`src/rtl/sram_arbiter.sv`:
```
// Two-port SRAM-like bus arbiter: instruction and data masters share one
// downstream port, with a single outstanding transaction at a time.
module sram_arbiter #(
  parameter int PRIO_RR = 0
) (
  input  logic        clk,
  input  logic        reset,
  input  logic        inst_sram_req,
  input  logic [31:0] inst_sram_addr,
  output logic        inst_sram_addr_ok,
  output logic        inst_sram_data_ok,
  output logic [31:0] inst_sram_rdata,
  input  logic        data_sram_req,
  input  logic        data_sram_wr,
  input  logic [1:0]  data_sram_size,
  input  logic [3:0]  data_sram_wstrb,
  input  logic [31:0] data_sram_addr,
  input  logic [31:0] data_sram_wdata,
  output logic        data_sram_addr_ok,
  output logic        data_sram_data_ok,
  output logic [31:0] data_sram_rdata,
  output logic        mem_req,
  output logic        mem_wr,
  output logic [1:0]  mem_size,
  output logic [3:0]  mem_wstrb,
  output logic [31:0] mem_addr,
  output logic [31:0] mem_wdata,
  input  logic        mem_addr_ok,
  input  logic        mem_data_ok,
  input  logic [31:0] mem_rdata
);

  typedef enum logic [1:0] {
    IDLE,
    ADDR,
    DATA
  } state_t;

  state_t state;
  state_t state_nxt;
  logic   owner;
  logic   owner_nxt;
  logic   last_grant;
  logic   last_nxt;
  logic   pick;
  logic   req_c;
  logic   aok_c;
  logic   dok_c;

  always_ff @(posedge clk) begin
    if (reset) begin
      state      <= IDLE;
      owner      <= 1'b0;
      last_grant <= 1'b1;
    end else begin
      state      <= state_nxt;
      owner      <= owner_nxt;
      last_grant <= last_nxt;
    end
  end

  // owner encoding: 0 = inst, 1 = data
  always_comb begin
    pick = data_sram_req;
    if (inst_sram_req && data_sram_req) begin
      pick = (PRIO_RR != 0) ? ~last_grant : 1'b1;
    end
  end

  always_comb begin
    state_nxt = state;
    owner_nxt = owner;
    last_nxt  = last_grant;
    req_c     = 1'b0;
    aok_c     = 1'b0;
    dok_c     = 1'b0;
    unique case (state)
      IDLE: begin
        if (inst_sram_req || data_sram_req) begin
          owner_nxt = pick;
          state_nxt = ADDR;
        end
      end
      ADDR: begin
        req_c = 1'b1;
        if (mem_addr_ok) begin
          aok_c     = 1'b1;
          last_nxt  = owner;
          state_nxt = DATA;
        end
      end
      DATA: begin
        if (mem_data_ok) begin
          dok_c     = 1'b1;
          state_nxt = IDLE;
        end
      end
      default: state_nxt = IDLE;
    endcase
  end

  // handshake outputs are forced quiet while reset is held
  assign mem_req           = req_c & ~reset;
  assign inst_sram_addr_ok = aok_c & ~owner & ~reset;
  assign data_sram_addr_ok = aok_c & owner & ~reset;
  assign inst_sram_data_ok = dok_c & ~owner & ~reset;
  assign data_sram_data_ok = dok_c & owner & ~reset;

  assign mem_wr    = owner ? data_sram_wr    : 1'b0;
  assign mem_size  = owner ? data_sram_size  : 2'b10;
  assign mem_wstrb = owner ? data_sram_wstrb : 4'b0000;
  assign mem_addr  = owner ? data_sram_addr  : inst_sram_addr;
  assign mem_wdata = owner ? data_sram_wdata : 32'h0;

  assign inst_sram_rdata = mem_rdata;
  assign data_sram_rdata = mem_rdata;

endmodule

```
`config.mk`:
```
export PLATFORM = sky130hd
export DESIGN_NAME = sram_arbiter
export DESIGN_NICKNAME = d
export VERILOG_FILES = /design/src/rtl/sram_arbiter.sv
export SDC_FILE = /design/constraint.sdc
export NUM_CORES = 1
export LEC_CHECK = 0
export ABC_CLOCK_PERIOD_IN_PS = 2600
export BUFFER_PORTS_ARGS = -buffer_cell sky130_fd_sc_hd__buf_4
export CAP_MARGIN = 10
export CORE_AREA = 2 2 111 113
export DETAILED_ROUTE_END_ITERATION = 10
export DIE_AREA = 0 0 113 115
export PLACE_DENSITY_LB_ADDON = 0.3
export SLEW_MARGIN = 5
export SYNTH_ARGS = -nofsm -noshare
export SYNTH_HDL_FRONTEND = slang
export SYNTH_SLANG_ARGS = --single-unit
```
`constraint.sdc`:
```
create_clock -name clk -period 2.6 [get_ports clk]
set_input_delay 0 -clock clk [delete_from_list [all_inputs] [get_ports clk]]
set_output_delay 0 -clock clk [all_outputs]
set_load 0.005 [all_outputs]
```
# Word level (Yosys, flattened, before mapping)

Index checks and enable logic that the tools add are counted.

Flip-flop bits (word level): 3
Input bits: 141
Output and inout port bits: 140
Logic and storage cells: 38

Eq/ne operators: 5
Multiplexer cells: 15
Bitwise gates (word level): 11
Reductions and logical operators: 5

Operators with widths:

| cell               | count |
|---|---|
| $mux 32            | 2 |
| $and 1x1->1        | 9 |
| $mux 2             | 4 |
| $mux 1             | 7 |
| $ne 2x2->1 const B | 3 |
| $pmux 2 s3         | 1 |
| $mux 4             | 1 |
| $reduce_and 3->1   | 1 |
| $eq 2x1->1 const B | 1 |
| $eq 2x2->1 const B | 1 |
| $logic_not 2->1    | 1 |
| $not 1->1          | 2 |
| $reduce_and 2->1   | 1 |
| $logic_and 1x1->1  | 1 |
| $logic_or 1x1->1   | 1 |

# Logic depth before layout (Yosys ltp)

Gate-level depths: netlist of run 1.

Word-level depth: 4
Gate-level depth with buffers: 4
Mapped depth without buffers: 2

# Worst setup path before layout of run 1

OpenSTA, ideal clock, no wires.

Path kind: reg-to-reg
Start: register state[1]
End: register owner
Setup time: 0.087 ns
Data arrival time: 0.912 ns
Data required time: 2.513 ns
Path slack: 1.601 ns
Cell stages (with the launch flop): 3
Path buffers: 0
Clock period less this slack: 0.999 ns
Cell sequence: dfxtp_1 -> or4b_1 -> o31ai_1

Word-level cells in the longest chain between the ends: 2

RTL lines:

| item                              | line | text |
|---|---|---|
| start: declaration                | 39   | `state_t state;` |
| start signal: assignment          | 56   | `state <= state_nxt;` |
| $logic_not 2->1                   | 77   | `unique case (state)` |
| $reduce_and 2->1 (no source line) | -    |  |
| end signal: assignment            | 57   | `owner <= owner_nxt;` |
| end: declaration                  | 41   | `logic owner;` |

Every way passes these cells.
A chain may end at the register's enable or synchronous reset.

# Final worst setup path of run 1

Start: register owner
End: output mem_addr[16]

Word-level cells in the longest chain between the ends: 1

RTL lines:

| item             | line | text |
|---|---|---|
| $mux 32          | 112  | `assign mem_addr = owner ? data_sram_addr : inst_sram_addr;` |
| end: declaration | 26   | `output logic [31:0] mem_addr,` |

Every way passes these cells.

==> summary.md, run 1 <==
| Metric | Value |
|---|---|
| Status | finished with violations |
| Failing checks | design-rule violations |
| Final core utilization | 20.71% |
| TritonCTS clock tree | built |
| Most frequent cells in the layout | buf_4, and2_1, mux2_2 |
| Relative slew slack | between 20% and 30% |
| Cell family with most CP delay | flip-flops |
| Final WL | 4880 µm |
| Most common cell after layout, fill and taps aside | buf_4 |
| Port Buffers | ~180 |
| Slew @ Worst Pin | roughly 1.1 ns |
| Synth unique cells | 21 |
| Setup_tns | 0 ns |
| GRT Util Overall | approximately 6.3% |
| Critical Path End Type | primary output |
| DR DRC count | 20 |
| ANT nets after route | 0 |
| Die Y-Extent | around 120 µm |
| Period minus WS final | roughly 1.8 ns |
| WP buf/inv | 1 |
| Crit path largest cell delay | ~1 ns |
| Hold path depth | 0 |
| Cts bufs inserted | 3 |
| Max FO, Critical Path | 52 |
| RSZ-0062 raised after global routing | false |
| Vias in the first global route | ~1300 |
| Setup CP Type | reg2out |
| Area growth syn-to-layout | 87.80% |
| Worst-path clk slew | 0.03 ns |
| Final instance area | 2446 µm² |
| Worst-case clock buffer depth | 2 |
| Sequential-to-total area share from yosys stat | 4.611% |
| Avg Synthesized Cell Area | 8.040 µm² |
| Reg2reg path depth | 2 |
| Critical-path top delay cell | dfxtp_2 |
| Synthesized instance count | 162 |
| Worst Clk Skew | about 0.00066 ns |
| Global-route wire length before repair | between 6000 and 7000 µm |
| Via count | roughly 1500 |
| Die X | between 100 and 150 µm |
| Synth warn | 0 |
| Yosys reg bits | 3 |
| Vias per cell | between 3 and 4 |
| DP Wirelength | about 4100 µm |
| Largest net degree at the start of global routing | 53 |
| First DRT Iteration DRCs | 39 |
| Avg WL per Cell | between 10 and 15 µm |
| Ant diodes | 0 |
| Hold crit path type | in2out |
| Initial antenna violation count | 0 |
| Worst path cell trace | mux2_2 > buf_4 |
| Grt total ovfl | 0 |
| Hold bufs inserted after CTS | 1 |
| Fin crit share | between 70 and 80% |
| Ports | about 280 |
| Fmax | between 500 and 600 MHz |
| H-tree depth | 1 |
| Die area | ~13000 µm² |
| Global placer's final weighted congestion | between 0.6 and 0.7 |
| Worst path depth | 2 |
| Initial core utilization | between 10 and 15% |
| Syn_nets | ~300 |
| Element type at the critical path start | flop |
| Worst-Skew Late Latency | around 0.22 ns |
| Post-CTS Setup Inserts | 0 |
| Fraction of layout cells with a size suffix above 1 | about four fifths |
| Final Slew Violations | 0 |
| Number of fill cells in the layout | around 1300 |
| Peak supply drop | roughly 310 µV |
| Setup violators final | 0 |
| Pre-antenna DRT Iters | 7 |
| Max cap viols | 0 |
| Cell Area, Placed | 2357 µm² |
| Mapped Area | ~1300 µm² |
| Post_cts resized | 0 |
| Core area | approximately 12000 µm² |
| Row cnt | 40 |
| Clock Root Buffer | clkbuf_16 |
| Pwr/cell area | just under 300 nW/µm² |
| Worst Path Arrival | about 1.8 ns |
| Final nets | roughly 420 |
| # clock sinks | 3 |
| Endpoints failing hold | 0 |
| Leak Pwr | 1.244 nW |
| CP required | 2.60 ns |
## layout make-up
cell class / count / area, µm² / share of cell area [%]
well taps: 147 / 183.9 / 7.519
inverters: 1 / 3.754 / 0.1535
repair buffers: 187 / 1406 / 57.49
multi-input cells: 86 / 711.9 / 29.10
clock buffers: 4 / 78.83 / 3.223
flip-flops and latches: 3 / 61.31 / 2.506
## through the flow
step	instances	power, mW	setup slack, ns	hold WS, ns
after floorplan	162	0.2860	1.601	0.02649
after global placement	423	0.4791	0.9436	0.00005067
after detailed placement	423	0.4820	0.9345	0.00005067
after CTS	428	0.7337	0.6875	0.00005067
after global routing	428	0.7648	0.5552	0.00001217
final	428	0.7185	0.7697	0.000002923
## per-layer routing
layer / track usage (%) / vias up / part of all wire [%]
met2: 11.58 / 119 / 54
met4: 2.764 / 0 / 0.86
met5: 0 / - / 0
met3: 2.583 / 8 / 16
met1: 6.201 / 632 / 30
li1: - / 704 / -
## Yosys cell counts
library cell / number / area [µm²]
dfxtp_1: 3 / 60.06
nand2b_1: 1 / 6.260
nor3b_1: 1 / 7.510
nor4_2: 1 / 12.51
nand3b_1: 1 / 7.510
nand4bb_1: 1 / 11.26
nand2_1: 1 / 3.750
o31ai_1: 1 / 7.510
inv_2: 1 / 3.750
nor4_1: 1 / 6.260
buf_6: 1 / 11.26
nor2_1: 3 / 11.26
o311a_1: 1 / 10.01
or4b_1: 1 / 10.01
mux2_2: 32 / 360.4
buf_4: 66 / 495.5
a21oi_1: 1 / 5.000
buf_2: 1 / 5.000
and2_1: 39 / 244.0
clkbuf_1: 4 / 15.01
or3b_1: 1 / 8.760
## cell families (layout without fill, tap and decap cells)
group / after synthesis / after routing / share of synthesized area, %
compound gates: 3 / 3 / 1.729
buf+inv: 73 / 192 / 40.73
flops: 3 / 3 / 4.611
mux: 32 / 32 / 27.67
simple gates: 51 / 51 / 25.26
## path summary, 6_finish.rpt
kind                                            start               endpoint  slack [ns]
worst min register to register  state[0]$_SDFFE_PP0P_  state[1]$_SDFFE_PP0P_        0.56
worst max-delay path               owner$_SDFFE_PP0P_           mem_addr[16]        0.77
worst min-delay path                    mem_rdata[11]    inst_sram_rdata[11]    0.000003
worst max register to register     owner$_SDFFE_PP0P_     owner$_SDFFE_PP0P_        1.09
## report_power, final
| part | leakage, nW | switching [mW] | internal [mW] |
|---|---|---|---|
| Sequential | 0.0252 | 0.0316 | 0.0509 |
| Combinational | 1.18 | 0.106 | 0.287 |
| Clock | 0.0382 | 0.0405 | 0.202 |
| Total | 1.24 | 0.178 | 0.540 |
## registers in the layout, summed over array words and instances, names as in the netlist
signal,flops
state,2
owner,1
## worst reg2reg max path: stages (launching register included)
cell	delay [ns]
dfxtp_2	1.03
inv_2	0.13
o31ai_1	0.26
Power figures use the tool's default switching activity.
==> run 2: changes to the inputs <==
- ABC_AREA: default -> 1
- ABC_CLOCK_PERIOD_IN_PS: 2600 -> 1800
- CORE_AREA: 2 2 111 113 -> 2 2 108 110
- DIE_AREA: 0 0 113 115 -> 0 0 110 112
- clock period: 2.6 -> 1.8 ns (I/O delays scaled with it)
==> summary.md, run 2 <==
| Metric | Value |
|---|---|
| Hold path depth | 0 |
| Fmax | roughly 800 MHz |
| Setup violators final | 0 |
| Setup CP Type | reg2out |
| Most frequent cell after synthesis | nand2_1 |
| Initial antenna violation count | 0 |
| Max cap viols | 0 |
| Critical Path End Type | primary output |
| RSZ-0062 raised after global routing | false |
| CP required | 1.80 ns |
| Worst-Skew Late Latency | 0.22 ns |
| Switch share | 31.06% |
| Initial core utilization | between 10% and 20% |
| Final Slew Violations | 0 |
| Die area | roughly 12000 µm² |
| Endpoints failing hold | 0 |
| R2R setup slack | 1.01 ns |
| Global-route wire length before repair | 7396 µm |
| Post_cts resized | 0 |
| R2r endpoint | owner$_SDFFE_PP0P_ |
| Register share of total power | ~7.6% |
| Switch Pwr | around 0.34 mW |
| Grt total ovfl | 0 |
| Post-CTS Setup Inserts | 0 |
| Int Power | ~0.74 mW |
| Worst Path Arrival | between 1 and 1.5 ns |
| Clock Root Buffer | clkbuf_16 |
| Syn_nets | about 420 |
| Row cnt | 39 |
| Max FFs per register | 2 |
| TritonCTS clock tree | built |
| Avg WL per Cell | between 9 and 10 µm |
| Pwr/cell area | 428.6 nW/µm² |
| Synth area leaders | buf_4, nand2_1, inv_1, buf_6, nand2_2 |
| Yosys reg bits | 3 |
| Avg Synthesized Cell Area | approximately 5.3 µm² |
| Post-synth top area share | about a third |
| DR DRC count | 0 |
| Area growth syn-to-layout | 71.34% |
| H-tree depth | 1 |
| Reg2reg path depth | 4 |
| Period minus WS final | approximately 1.3 ns |
| Hold bufs inserted after CTS | 0 |
| Setup_tns | 0 ns |
| Hold crit path type | in2out |
| Ports | around 280 |
| ANT nets after route | 0 |
| Fin crit share | between 70% and 80% |
| Worst-case clock buffer depth | 2 |
| Synth warn | 0 |
| Port Buffers | roughly 180 |
| Worst Clk Skew | 0.0001718 ns |
| Final WL | slightly above 5000 µm |
| Ant diodes | 0 |
| DP Wirelength | between 4000 and 5000 µm |
| Mapped Area | 1471 µm² |
| Die Y-Extent | about 110 µm |
| List of most frequent post-synthesis cells | nand2_1, buf_4, inv_1 |
| Worst Hold Path EP | inst_sram_rdata[24] |
| Die X | roughly 110 µm |
| Most common cell after layout, fill and taps aside | buf_4 |
| Most frequent cells in the layout | buf_4, nand2_1, inv_1 |
| Peak supply drop | 437.6 µV |
| Cts bufs inserted | 3 |
| Pre-antenna DRT Iters | 4 |
| Worst-path clk slew | 0.03 ns |
| Hold path start | mem_rdata[24] |
| First DRT Iteration DRCs | 54 |
| Largest net degree at the start of global routing | between 40 and 50 |
| Slew @ Worst Pin | around 0.37 ns |
| Sequential-to-total area share from yosys stat | 4.082% |
| Power share of the clock group | about a third |
| Relative slew slack | approximately 75% |
| Synthesized instance count | around 280 |
| Reg with most FFs | state |
| CP startpoint | owner$_SDFFE_PP0P_ |
| Leak Pwr | between 1.5 and 2 nW |
| Hold Slack | about 0.0000023 ns |
| Vias in the first global route | approximately 1600 |
| Element type at the critical path start | flop |
| Status | complete, no violations |
| Core area | about 11000 µm² |
| Post-synth top flop | dfxtp_1 |
| Post-synth top area cell | buf_4 |
| Synth unique cells | 15 |
| Post-synthesis async set-or-reset flop share | 0% |
| Fraction of layout cells with a size suffix above 1 | between 50% and 60% |
| Final nets | between 500 and 600 |
| GRT Util Overall | under 10% |
| Vias per cell | between 3 and 4 |
| Via count | around 1900 |
| Comb pwr share | about 60% |
| Largest regs | state: 2 flops, owner: 1 flops |
| Global placer's final weighted congestion | roughly 0.81 |
| # clock sinks | 3 |
| Count of flip-flops with a built-in enable after synthesis | 0 |
| Max FO, Critical Path | 40 |
| FF-to-FF Start | owner$_SDFFE_PP0P_ |
==> run 2: cell types whose count changed in the layout (fill, tap and decap cells not counted), moves of 3 or more <==
cell	before	now
nand2_1	1	128
inv_1	0	44
nor3_1	0	3
mux2_2	32	0
and2_1	39	0
nand3_1	0	3
nand2_2	0	11
==> run 2: final cells by class <==
class	instances	area [µm²]
flip-flops and latches	3	61.31
inverters	45	176.4
well taps	143	178.9
repair buffers	186	1396
clock buffers	4	78.83
fillers	1259	8653
multi-input cells	154	629.4
==> run 2: stage by stage <==
stage / power (mW) / area, µm² / util, % / cells / worst slack [ns]
detailed placement: 0.7404 / 2442 / 21.86 / 531 / 0.7548
CTS: 1.098 / 2521 / 22.56 / 535 / 0.5182
finish: 1.081 / 2521 / 22.56 / 535 / 0.5356
global route: 1.172 / 2521 / 22.56 / 535 / 0.4084
floorplan: 0.4640 / 1471 / - / 277 / 1.061
global placement: 0.7367 / 2442 / 21.86 / 531 / 0.7774
==> run 2: how the worst max path moves through the flow <==
stage / to / cells past startpoint
2_1_floorplan: mem_addr[10] / 5
3_3_place_gp: mem_addr[2] / 4
3_5_place_dp: mem_wdata[2] / 4
4_1_cts: mem_wdata[2] / 4
5_1_grt: mem_wdata[5] / 4
6_report: mem_wstrb[1] / 4
==> run 2: power by group through the flow <==
stage / registers (mW) / clock network, mW / logic (mW)
3_5_place_dp: 0.0826 / 0 / 0.658
4_1_cts: 0.0819 / 0.356 / 0.660
6_report: 0.0819 / 0.350 / 0.648
2_1_floorplan: 0.0777 / 0 / 0.386
3_3_place_gp: 0.0826 / 0 / 0.654
5_1_grt: 0.0833 / 0.367 / 0.722
==> run 2: per-layer routing <==
| metal | vias to the layer above | track usage (%) | routed length, µm |
|---|---|---|---|
| met4 | 0 | 2.363 | 94 |
| li1 | 949 | - | - |
| met2 | 107 | 13.54 | 2811 |
| met3 | 19 | 1.639 | 521 |
| met5 | - | 0 | 0 |
| met1 | 781 | 7.717 | 1752 |
==> run 2: critical path, cell delays in order (launching register included) <==
cell and delay (ns):
dfxtp_2 0.38, buf_4 0.36, nand2_1 0.10, inv_1 0.08, buf_4 0.10
==> run 2: cells by family after synthesis <==
| kind of cell | Yosys count | share of synthesized area [%] |
|---|---|---|
| buffers and inverters | 120 | 53.15 |
| flip-flops | 3 | 4.082 |
| AND/OR/NAND/NOR | 152 | 42.09 |
| AO/OA/AOI/OAI | 2 | 0.6803 |
==> run 3: changes to the inputs <==
- ABC_CLOCK_PERIOD_IN_PS: 1800 -> 1290
- clock period: 1.8 -> 1.29 ns (I/O delays scaled with it)
==> summary.md, run 3 (synthesized netlist as in run 2, its figures left out) <==
| Metric | Value |
|---|---|
| Status | complete, no violations |
| Row cnt | 39 |
| Grt total ovfl | 0 |
| Number of fill cells in the layout | between 1000 and 1500 |
| Fin crit share | approximately nine tenths |
| DR DRC count | 0 |
| # clock sinks | 3 |
| Via count | 1861 |
| Worst-Skew Late Latency | roughly 0.22 ns |
| DP Wirelength | roughly 4500 µm |
| Non-Filler Instances | ~540 |
| Worst Clk Skew | 0.0001296 ns |
| Global placer's final weighted congestion | approximately 0.85 |
| CP required | 1.29 ns |
| Die X | 110 µm |
| Critical Path End Type | primary output |
| Crit path largest cell delay | approximately 0.43 ns |
| Pre-antenna DRT Iters | 4 |
| Setup violators final | 0 |
| Fraction of layout cells with a size suffix above 1 | between 50% and 60% |
| Post_cts resized | 0 |
| Largest net degree at the start of global routing | 41 |
| Hold bufs inserted after CTS | 0 |
| Area growth syn-to-layout | 73.04% |
| Cell family with most CP delay | flip-flops |
| Post-CTS Setup Inserts | 0 |
| Endpoints failing hold | 0 |
| Core area | ~11000 µm² |
| Cts bufs inserted | 3 |
| Max cap viols | 0 |
| Slew @ Worst Pin | 0.2335 ns |
| Hold Slack | roughly 0.0000023 ns |
| Clock Root Buffer | clkbuf_16 |
| Hold crit path type | in2out |
| WP buf/inv | 2 |
| Reg with most FFs | state |
| TritonCTS clock tree | built |
| Ant diodes | 0 |
| ANT nets after route | 0 |
| Relative slew slack | around 84% |
| GRT Util Overall | under 10% |
| Setup_tns | 0 ns |
| Global-route wire length before repair | between 7000 and 8000 µm |
| Critical-path top delay cell | dfxtp_2 |
| Vias in the first global route | 1740 |
| RSZ-0062 raised after global routing | false |
| Final WL | roughly 5300 µm |
| Final Slew Violations | 0 |
| Worst-path clk slew | around 0.030 ns |
| Worst Path Arrival | roughly 1.2 ns |
| Most common cell after layout, fill and taps aside | buf_4 |
| Top cell by count, worst path | nand2_1 |
| Max FO, Critical Path | 32 |
| Fmax | 866.5 MHz |
| Ports | about 280 |
| Element type at the critical path start | flop |
| Most frequent cells in the layout | buf_4, nand2_1, inv_1 |
| Setup CP Type | reg2out |
| Period minus WS final | 1.154 ns |
| Final nets | around 530 |
| Inst Count DP | 531 |
| Max FFs per register | 2 |
| Initial antenna violation count | 0 |
| Vias per cell | about 3.5 |
| Largest regs | state: 2 flops, owner: 1 flops |
| First DRT Iteration DRCs | 54 |
| Worst-case clock buffer depth | 2 |
| H-tree depth | 1 |
| Peak supply drop | between 500 and 600 µV |
| Initial core utilization | a little over an eighth |
| Port Buffers | ~180 |
| Final core utilization | 22.79% |
| Die area | ~12000 µm² |
| Worst path cell trace | buf_12 > nand2_1 > nand2_1 > buf_4 |
| Avg WL per Cell | between 9 and 10 µm |
| Leak Pwr | ~1.7 nW |
| Die Y-Extent | roughly 110 µm |
| Pwr/cell area | 601.4 nW/µm² |
[run 3: cell counts in the layout (fill, tap and decap cells not counted)]
Identical to the previous run, type by type.
[run 3: final cells by class]
cell class / instances / area (µm²) / share of cell area, %
repair buffers: 186 / 1421 / 55.82
multi-input cells: 154 / 629.4 / 24.72
well taps: 143 / 178.9 / 7.027
inverters: 45 / 176.4 / 6.929
clock buffers: 4 / 78.83 / 3.096
flip-flops and latches: 3 / 61.31 / 2.408
[run 3: stage by stage]
step           setup WS, ns  total power [mW]  cell area [µm²]
2_1_floorplan        0.5507            0.6474             1471
3_5_place_dp         0.3536             1.057             2467
4_1_cts              0.1150             1.558             2546
6_report             0.1359             1.531             2546
3_3_place_gp         0.3703             1.046             2467
5_1_grt             0.07003             1.646             2546
[run 3: power by group]
part           internal (mW)  leakage, nW  switching [mW]  total, mW
sequential             0.103       0.0251          0.0154      0.118
combinational          0.545         1.66           0.379      0.924
clock                  0.408       0.0382          0.0813      0.489
total                   1.06         1.72           0.476       1.53
[run 3: layer usage]
metal	vias to the layer above	track usage (%)	share of wire [%]
li1	952	-	-
met1	791	7.503	34
met2	97	14.31	54
met3	21	1.815	9.8
met4	0	2.532	1.8
met5	-	0	0
[run 3: worst paths after layout]
kind                         start  slack (ns)  depth (start not counted)               endpoint
max reg2reg     owner$_SDFFE_PP0P_        0.47                          4     owner$_SDFFE_PP0P_
min reg2reg  state[0]$_SDFFE_PP0P_        0.52                          2  state[0]$_SDFFE_PP0P_
min                  mem_rdata[24]    0.000002                          0    inst_sram_rdata[24]
max             owner$_SDFFE_PP0P_        0.14                          4           mem_addr[24]
